[config.mk]
export PLATFORM = sky130hd
export DESIGN_NAME = tage_ftq
export DESIGN_NICKNAME = d
export VERILOG_FILES = /design/src/rtl/tage_ftq.sv
export SDC_FILE = /design/constraint.sdc
export NUM_CORES = 1
export LEC_CHECK = 0
export BUFFER_PORTS_ARGS = -buffer_cell sky130_fd_sc_hd__buf_2
export CORE_MARGIN = 2
export CORE_UTILIZATION = 25
export CTS_CLUSTER_SIZE = 40
export DETAILED_ROUTE_END_ITERATION = 10
export GPL_ROUTABILITY_DRIVEN = 1
export SLEW_MARGIN = 20
export SYNTH_ARGS = -nofsm -noshare
export SYNTH_HDL_FRONTEND = slang
export SYNTH_SLANG_ARGS = --single-unit
[constraint.sdc]
create_clock -name clk_i -period 26.7 [get_ports clk_i]
set_clock_uncertainty 0.15 [all_clocks]
set_input_delay 5.34 -clock clk_i [delete_from_list [all_inputs] [get_ports clk_i]]
set_output_delay 5.34 -clock clk_i [all_outputs]
set_load 0.01 [all_outputs]
[src/rtl/tage_ftq.sv]
// tage_ftq: fetch-target queue holding TAGE predictions until their branches resolve, then emitting in-order update packets.
// Optional feature: define TAGE_FTQ_PERF_EN to enable the retire/mispredict performance counters.
package tage_ftq_pkg;
    typedef struct packed {
        int unsigned VLEN;
        int unsigned histBufferSize;
        int unsigned pathHistBits;
        int unsigned nTagHistoryTables;
    } cfg_t;
    localparam cfg_t cva6_cfg = '{VLEN: 64, histBufferSize: 64, pathHistBits: 16, nTagHistoryTables: 4};
    localparam int unsigned TID_W = $clog2(cva6_cfg.nTagHistoryTables + 1);
    function automatic cfg_t build_config(cfg_t c);
        return c;
    endfunction
    typedef struct packed {
        logic             pred_taken;
        logic             provider_taken;
        logic             alt_taken;
        logic [TID_W-1:0] pred_id;
        logic [TID_W-1:0] alt_id;
        logic             u_is_null;
        logic             pseudo_new_alloc;
    } tage_prediction_t;
    typedef struct packed {
        logic                                  valid;
        logic [cva6_cfg.VLEN-1:0]              pc;
        logic [cva6_cfg.histBufferSize-1:0]    ghist;
        logic [cva6_cfg.pathHistBits-1:0]      phist;
        logic                                  pred_taken;
        logic                                  provider_taken;
        logic                                  alt_taken;
        logic [TID_W-1:0]                      pred_id;
        logic [TID_W-1:0]                      alt_id;
        logic                                  u_is_null;
        logic                                  pseudo_new_alloc;
        logic                                  taken;
        logic                                  mispredict;
    } tage_update_t;
endpackage

module tage_ftq #(
    parameter tage_ftq_pkg::cfg_t CVA6Cfg = tage_ftq_pkg::build_config(tage_ftq_pkg::cva6_cfg),
    parameter int unsigned DEPTH = 8,
    parameter type tage_prediction_t = tage_ftq_pkg::tage_prediction_t,
    parameter type tage_update_t = tage_ftq_pkg::tage_update_t
) (
    input  logic                                clk_i,
    input  logic                                rst_ni,
    input  logic                                flush_i,
    input  logic                                push_valid_i,
    output logic                                push_ready_o,
    input  logic [CVA6Cfg.VLEN-1:0]             push_pc_i,
    input  logic [CVA6Cfg.histBufferSize-1:0]   push_ghist_i,
    input  logic [CVA6Cfg.pathHistBits-1:0]     push_phist_i,
    input  tage_prediction_t                    push_pred_i,
    output logic [$clog2(DEPTH)-1:0]            push_idx_o,
    input  logic                                resolve_valid_i,
    input  logic [$clog2(DEPTH)-1:0]            resolve_idx_i,
    input  logic                                resolve_taken_i,
    input  logic                                resolve_mispredict_i,
    output tage_update_t                        tage_update_o,
    output logic [$clog2(DEPTH):0]              count_o,
    output logic [31:0]                         perf_updates_o,
    output logic [31:0]                         perf_mispredicts_o
);
    localparam int unsigned PW = $clog2(DEPTH);

    logic [PW:0] head_q, tail_q;
    logic [DEPTH-1:0] valid_q, resolved_q, taken_q, mispred_q;
    logic [CVA6Cfg.VLEN-1:0] pc_q [DEPTH];
    logic [CVA6Cfg.histBufferSize-1:0] ghist_q [DEPTH];
    logic [CVA6Cfg.pathHistBits-1:0] phist_q [DEPTH];
    tage_prediction_t pred_q [DEPTH];
    logic [PW-1:0] head_idx, tail_idx, ridx_rel;
    logic full, push_fire, retire, res_ok, squash;
    tage_update_t pkt;

    assign head_idx = head_q[PW-1:0];
    assign tail_idx = tail_q[PW-1:0];
    assign count_o = tail_q - head_q;
    assign full = count_o == (PW+1)'(DEPTH);
    // A mispredict moves the tail this cycle, so no push may land alongside it.
    assign push_ready_o = !full && !flush_i && !(resolve_valid_i && resolve_mispredict_i);
    assign push_fire = push_valid_i && push_ready_o;
    assign push_idx_o = tail_idx;
    assign retire = valid_q[head_idx] && resolved_q[head_idx];
    assign res_ok = resolve_valid_i && valid_q[resolve_idx_i] && !resolved_q[resolve_idx_i];
    assign squash = res_ok && resolve_mispredict_i;
    assign ridx_rel = resolve_idx_i - head_idx;

    // Assemble the update packet for the head entry.
    always_comb begin
        pkt = '0;
        pkt.valid = 1'b1;
        pkt.pc = pc_q[head_idx];
        pkt.ghist = ghist_q[head_idx];
        pkt.phist = phist_q[head_idx];
        pkt.pred_taken = pred_q[head_idx].pred_taken;
        pkt.provider_taken = pred_q[head_idx].provider_taken;
        pkt.alt_taken = pred_q[head_idx].alt_taken;
        pkt.pred_id = pred_q[head_idx].pred_id;
        pkt.alt_id = pred_q[head_idx].alt_id;
        pkt.u_is_null = pred_q[head_idx].u_is_null;
        pkt.pseudo_new_alloc = pred_q[head_idx].pseudo_new_alloc;
        pkt.taken = taken_q[head_idx];
        pkt.mispredict = mispred_q[head_idx];
    end

    // Pointers, per-entry state and the registered update packet.
    always_ff @(posedge clk_i or negedge rst_ni) begin
        if (!rst_ni) begin
            head_q <= '0;
            tail_q <= '0;
            valid_q <= '0;
            resolved_q <= '0;
            taken_q <= '0;
            mispred_q <= '0;
            tage_update_o <= '0;
        end else if (flush_i) begin
            head_q <= '0;
            tail_q <= '0;
            valid_q <= '0;
            tage_update_o <= '0;
        end else begin
            tage_update_o <= retire ? pkt : '0;
            if (retire) head_q <= head_q + 1'b1;
            if (push_fire) begin
                valid_q[tail_idx] <= 1'b1;
                resolved_q[tail_idx] <= 1'b0;
                tail_q <= tail_q + 1'b1;
            end
            if (res_ok) begin
                resolved_q[resolve_idx_i] <= 1'b1;
                taken_q[resolve_idx_i] <= resolve_taken_i;
                mispred_q[resolve_idx_i] <= resolve_mispredict_i;
            end
            if (squash) begin
                tail_q <= head_q + (PW+1)'(ridx_rel) + 1'b1;
                for (int i = 0; i < DEPTH; i++)
                    if (PW'(i) - head_idx > ridx_rel) valid_q[i] <= 1'b0;
            end
            if (retire) valid_q[head_idx] <= 1'b0;
        end
    end

    // Payload storage is written on push only and needs no reset.
    always_ff @(posedge clk_i) begin
        if (push_fire) begin
            pc_q[tail_idx] <= push_pc_i;
            ghist_q[tail_idx] <= push_ghist_i;
            phist_q[tail_idx] <= push_phist_i;
            pred_q[tail_idx] <= push_pred_i;
        end
    end

`ifdef TAGE_FTQ_PERF_EN
    logic [31:0] upd_q, mis_q;
    // Retire counters survive flush; only reset clears them.
    always_ff @(posedge clk_i or negedge rst_ni) begin
        if (!rst_ni) begin
            upd_q <= '0;
            mis_q <= '0;
        end else if (retire && !flush_i) begin
            upd_q <= upd_q + 32'd1;
            mis_q <= mis_q + 32'(mispred_q[head_idx]);
        end
    end
    assign perf_updates_o = upd_q;
    assign perf_mispredicts_o = mis_q;
`else
    assign perf_updates_o = '0;
    assign perf_mispredicts_o = '0;
`endif
endmodule

Word-level counts from Yosys, hierarchy flattened
Memories as Yosys holds them, arrays and structs flattened. Index checks and enable logic that the tools add are counted.

Bits in writable memories: 1240. Word-level logic and storage cells: 122. Output and inout port bits: 230. Register bits: 198. Memories: 4. Input bits: 165.

Memories: ghist_q (depth 8, width 64, read ports 1, clocked after Yosys merged registers in 0, write ports 1, RTL line 71) `logic [CVA6Cfg.histBufferSize-1:0] ghist_q [DEPTH];`; pc_q (depth 8, width 64, read ports 1, clocked after Yosys merged registers in 0, write ports 1, RTL line 70) `logic [CVA6Cfg.VLEN-1:0] pc_q [DEPTH];`; phist_q (depth 8, width 16, read ports 1, clocked after Yosys merged registers in 0, write ports 1, RTL line 72) `logic [CVA6Cfg.pathHistBits-1:0] phist_q [DEPTH];`; pred_q (depth 8, width 11, read ports 1, clocked after Yosys merged registers in 0, write ports 1, RTL line 73) `tage_prediction_t pred_q [DEPTH];`.

Order comparisons: 14. Eq/ne operators: 1. Muxes and demuxes: 45. Bitwise logic cells: 7. Add/sub/neg operators: 14. Reduce and logical (&&, ||, !) cells: 18.

Operators by type and width (number): $mux 158 (2); $mux 8 (8); $gt 3x3->1 (8); $mux 4 (5); $mux 1 (19); $bmux 1 s3 (6); $and 8x8->8 (2); $bwmux 8 (2); $not 8->8 (2); $or 8x8->8 (2); $add 4x1->4 const B (3); $lt 3x4->1 const B (3); $sub 3x3->3 const A (4); $logic_and 1x1->1 (11); $demux 1 s3 (3); $ge 3x1->1 const B (3); $sub 1x3->3 const A (2); $sub 2x3->3 const A (2); $add 4x3->4 (1); $eq 4x4->1 const B (1); $logic_not 1->1 (4); $sub 4x4->4 (1); $reduce_bool 3->1 (1); $sub 3x3->3 (1); 3 further kinds (3).

Logic depth before layout (Yosys ltp)
Depth after elaboration: 13. Gate-level depth with buffers: 14. Depth with buffers taken out: 12.

Worst setup path after synthesis
OpenSTA, ideal clock, no wires.

Path kind: input -> register. Start: input resolve_mispredict_i. End: register valid_q[3]. Required time: 26.417 ns. Library setup time: 0.133 ns. Path slack: 3.713 ns. Data arrival time: 22.704 ns. Path buffers: 1. Cell stages on the path: 5. Path through: a21oi_1 nand2_1 clkbuf_1 nor4_1 o221a_2.

Longest elaborated chain between the ends: 11. Elaborated cells on any way between the ends: 12. Those cells by class: 6 x mux; 1 x bitwise; 5 x reduce/logical.

Ends and longest elaborated chain: start: declaration (RTL line 60) `input logic resolve_mispredict_i,`; $logic_and 1x1->1 (RTL line 83) `assign push_ready_o = !full && !flush_i && !(resolve_valid_i && resolve_mispredict_i);`; $logic_not 1->1 (RTL line 83); $logic_and 1x1->1 (RTL line 83); $logic_and 1x1->1 (RTL line 84) `assign push_fire = push_valid_i && push_ready_o;`; $mux 8 (RTL line 127) `if (push_fire) begin`; $mux 1 (RTL line 140) `if (PW'(i) - head_idx > ridx_rel) valid_q[i] <= 1'b0;`; $mux 8 * (RTL line 137) `if (squash) begin`; $mux 8 * (RTL line 119) `end else if (flush_i) begin`; $and 8x8->8 (no source line); $mux 8 * (RTL line 142) `if (retire) valid_q[head_idx] <= 1'b0;`; $mux 8 * (RTL line 119); end signal: assignment (RTL line 122) `valid_q <= '0;`; end signal: indexed assignment (RTL line 140); end signal: indexed assignment (RTL line 142); end: declaration (RTL line 69) `logic [DEPTH-1:0] valid_q, resolved_q, taken_q, mispred_q;`.

Every way passes the cells marked *; elsewhere a longest branch is shown, timed or not. The select of a mux whose other input is x is not followed. A chain may end at the register's enable or synchronous reset.

Final worst setup path
Start: input flush_i. End: output push_ready_o.

Longest elaborated chain between the ends: 3.

Ends and longest elaborated chain: start: declaration (RTL line 49) `input logic flush_i,`; $logic_not 1->1 (RTL line 83); $logic_and 1x1->1 (2 in series) (RTL line 83); end: declaration (RTL line 51) `output logic push_ready_o,`.

No other way between the ends.

==> flow_summary.ini <==
[placed_design]
place.gp.congestion = 0.738
io_buffers = 330
place_hpwl_microns = 73400

[timing]
rsz0062_at_grt = false
finalSetupViolCount = 0
tightest_slew_ps = 1050
hold_violations = 0
slew_headroom_pct = 29.8
slew_violations = 0
fmax_mhz = 86.0
period_needed_ps = 11630
finalSetupTns_ps = 0
post-route-period-util_pct = 43.6

[worst_setup_path]
crit_required_ps = 21210
cp_num_buf_inv = 2
worst_path_max_delay_cell = a21oi_1
start_kind = input port
crit_family = buffers and inverters
cp_common_cell = buf_2
crit_type = input port to primary output
cpPeakStageDelay_ps = 270
critPathArrivalTime_ps = 6140
end_kind = primary output
crit_path_cell_trace = buf_2 > a21oi_1 > and2_1 > buf_2
worstPathMaxFanout = 15

[clocking]
cts_buffers = 158
clk_pin_slew_worst_paths_ps = 50
htree_levels = 4
cts_hold_buf = 0
root_buffer = clkbuf_16
post_cts_buffers = 0
cts_sinks = 1438
cts_max_path_buffers = 3
cts_resized = 0
clk_latency_ps = 810
cts_tree = built

[finish]
drive_gt1_share_pct = 30.2
layout.nets = 3261
fillers = 20900
utilization_pct = 30.0
area_delta_synth_final_pct = 18.9

[routing]
drc_errors = 0
vias = 26600
drt-initial-drc-count = 1901
firstDrtPassIters = 5
wl_per_cell_microns = 22.0
drt-total-wl_microns = 133000
postRouteAntennaNets = 0
viasPerCell = 4.40

[power_and_ir_drop]
leakage_nw = 21.8
pwr-share-clk_pct = 46.2
pwr-share-seq_pct = 51.8
p_switching_mw = 1.00
powerDensity_nw_per_um2 = 74.1
irDropWorstVdd_mv = 0.0616
p_comb_share_pct = 2.0
p_int_mw = 3.77
p_sw_share_pct = 21.0

[global_routing]
grt_pass1_vias = 27700
grt_pass1_wl_microns = 194000
grt_max_degree = 125
antenna_found_initial = 51
grt_use_total_pct = 11.9
gr-total-overflow = 0

[floorplan]
core_sq_um = 215000
die_w_microns = 469
initial_core_util_pct = 25.2
fp.dieH_microns = 469
ios = 395
die_area_sq_um = 220000
fp-row-count = 170

[synth]
yosysWarnings = 0
yosysMostFrequentCell = edfxtp_1
synthArstFlopShare_pct = 13.8
syn_avg_cell_area_sq_um = 20.3
synth_top_area_share_pct = 68.8
synth_cell_type_count = 60
synth_edf_count = 1240
netlist_area_sq_um = 54100
yosysSeqAreaShare_pct = 78.0
syn_inst = 2669
synth_top_area_cell = edfxtp_1
synth_top_flop_cell = edfxtp_1
synth.area.top_cells = edfxtp_1 (69%), mux4_2 (13%), dfrtp_1 (9.2%)
ys_ff_latch = 1438
ys_top_cells_by_count = edfxtp_1 (1240), nand2_1 (329), mux4_2 (316)

[min_path]
hp-class = register to register

[job]
maxCapViolations = 0

[status]
status = finished, final reports clean
[power by group through the flow]
stage | combinational [mW] | clock (mW) | sequential (mW)
detailed placement | 0.0979 | 0 | 2.52
global route | 0.108 | 2.36 | 2.47
finish | 0.0958 | 2.20 | 2.47
floorplan | 0.0469 | 0 | 2.52
global placement | 0.0947 | 0 | 2.52
CTS | 0.0982 | 2.27 | 2.47
[per-stage QoR]
step | power [mW] | std cells | worst slack [ps] | area, sq um | hold slack, ps
after floorplan | 2.57 | 2732 | 3710 | 54400 | 324
after global placement | 2.61 | 5747 | 15030 | 59000 | 333
after detailed placement | 2.61 | 5747 | 15090 | 59000 | 339
after CTS | 4.84 | 6041 | 15090 | 64300 | 355
after global routing | 4.93 | 6044 | 14990 | 64300 | 372
final | 4.77 | 6046 | 15070 | 64300 | 352
[routing by layer]
metal | wire length [microns] | GRT usage (%) | share of wire, % | up-vias
met2 | 64800 | 19.7 | 49 | 772
met3 | 7010 | 2.70 | 5.3 | 271
li1 | - | - | - | 11300
met5 | 213 | 0 | 0.16 | -
met1 | 57600 | 15.7 | 43 | 14200
met4 | 3340 | 3.42 | 2.5 | 34
[cell families (layout without fill, tap and decap cells)]
family                   after synthesis  after routing  synth area share [%]
buffers and inverters                229            700                  2.18
flip-flops                          1438           1438                  78.0
multiplexers                         338            338                  13.6
other                                  1             69               0.00693
XOR/XNOR                               9              9                 0.146
AO/OA/AOI/OAI                        231            231                  2.43
AND/OR/NAND/NOR                      395            395                  2.99
adder cells (fa/ha/maj)               28             28                 0.684
[worst paths after layout]
kind,startpoint,cells past startpoint,to,slack (ps)
setup reg to reg,head_q[1],10,pc_q[2][8],21210
hold reg to reg,taken_q[7],1,taken_q[7],350
max in group asynchronous,rst_ni,3,tage_update_o[143],20030
min in group asynchronous,rst_ni,1,tage_update_o[41],4390
setup / recovery,flush_i,4,push_ready_o,15070
hold / removal,taken_q[7],1,taken_q[7],350
[sequential cells by signal, indices dropped and copies added (netlist names)]
signal         cells
ghist_q          512
head_q             4
mispred_q          8
pc_q             512
phist_q          128
pred_q            88
resolved_q         8
tage_update_o    158
tail_q             4
taken_q            8
valid_q            8
[placed cells by master (no fill, tap or decap), drive strengths merged, types with 5 or more instances in the layout]
cell type     n
ha           24
edfxtp     1240
nand2       329
clkinv       61
diode         5
bufinv       14
nand3        13
a31oi         9
xor2          5
conb         64
buf         379
nand2b        6
nor2         14
a21oi       168
nor4          5
inv          33
clkbuf      207
clkinvlp      6
mux2         18
o21ai        19
dfrtp       198
o221a         5
mux4        316
[final cells by class]
type                    count  area [sq um]  share of cell area (%)
diodes                      5          12.5                  0.0194
clock buffers             207          4240                    6.59
clock inverters            87          1100                    1.71
inverters                  27           106                   0.165
multi-input cells        1065         11000                    17.2
flip-flops and latches   1438         42200                    65.6
well taps                2838          3550                    5.52
repair buffers            379          2090                    3.25
No activity file was read; power rests on OpenSTA's default activity.
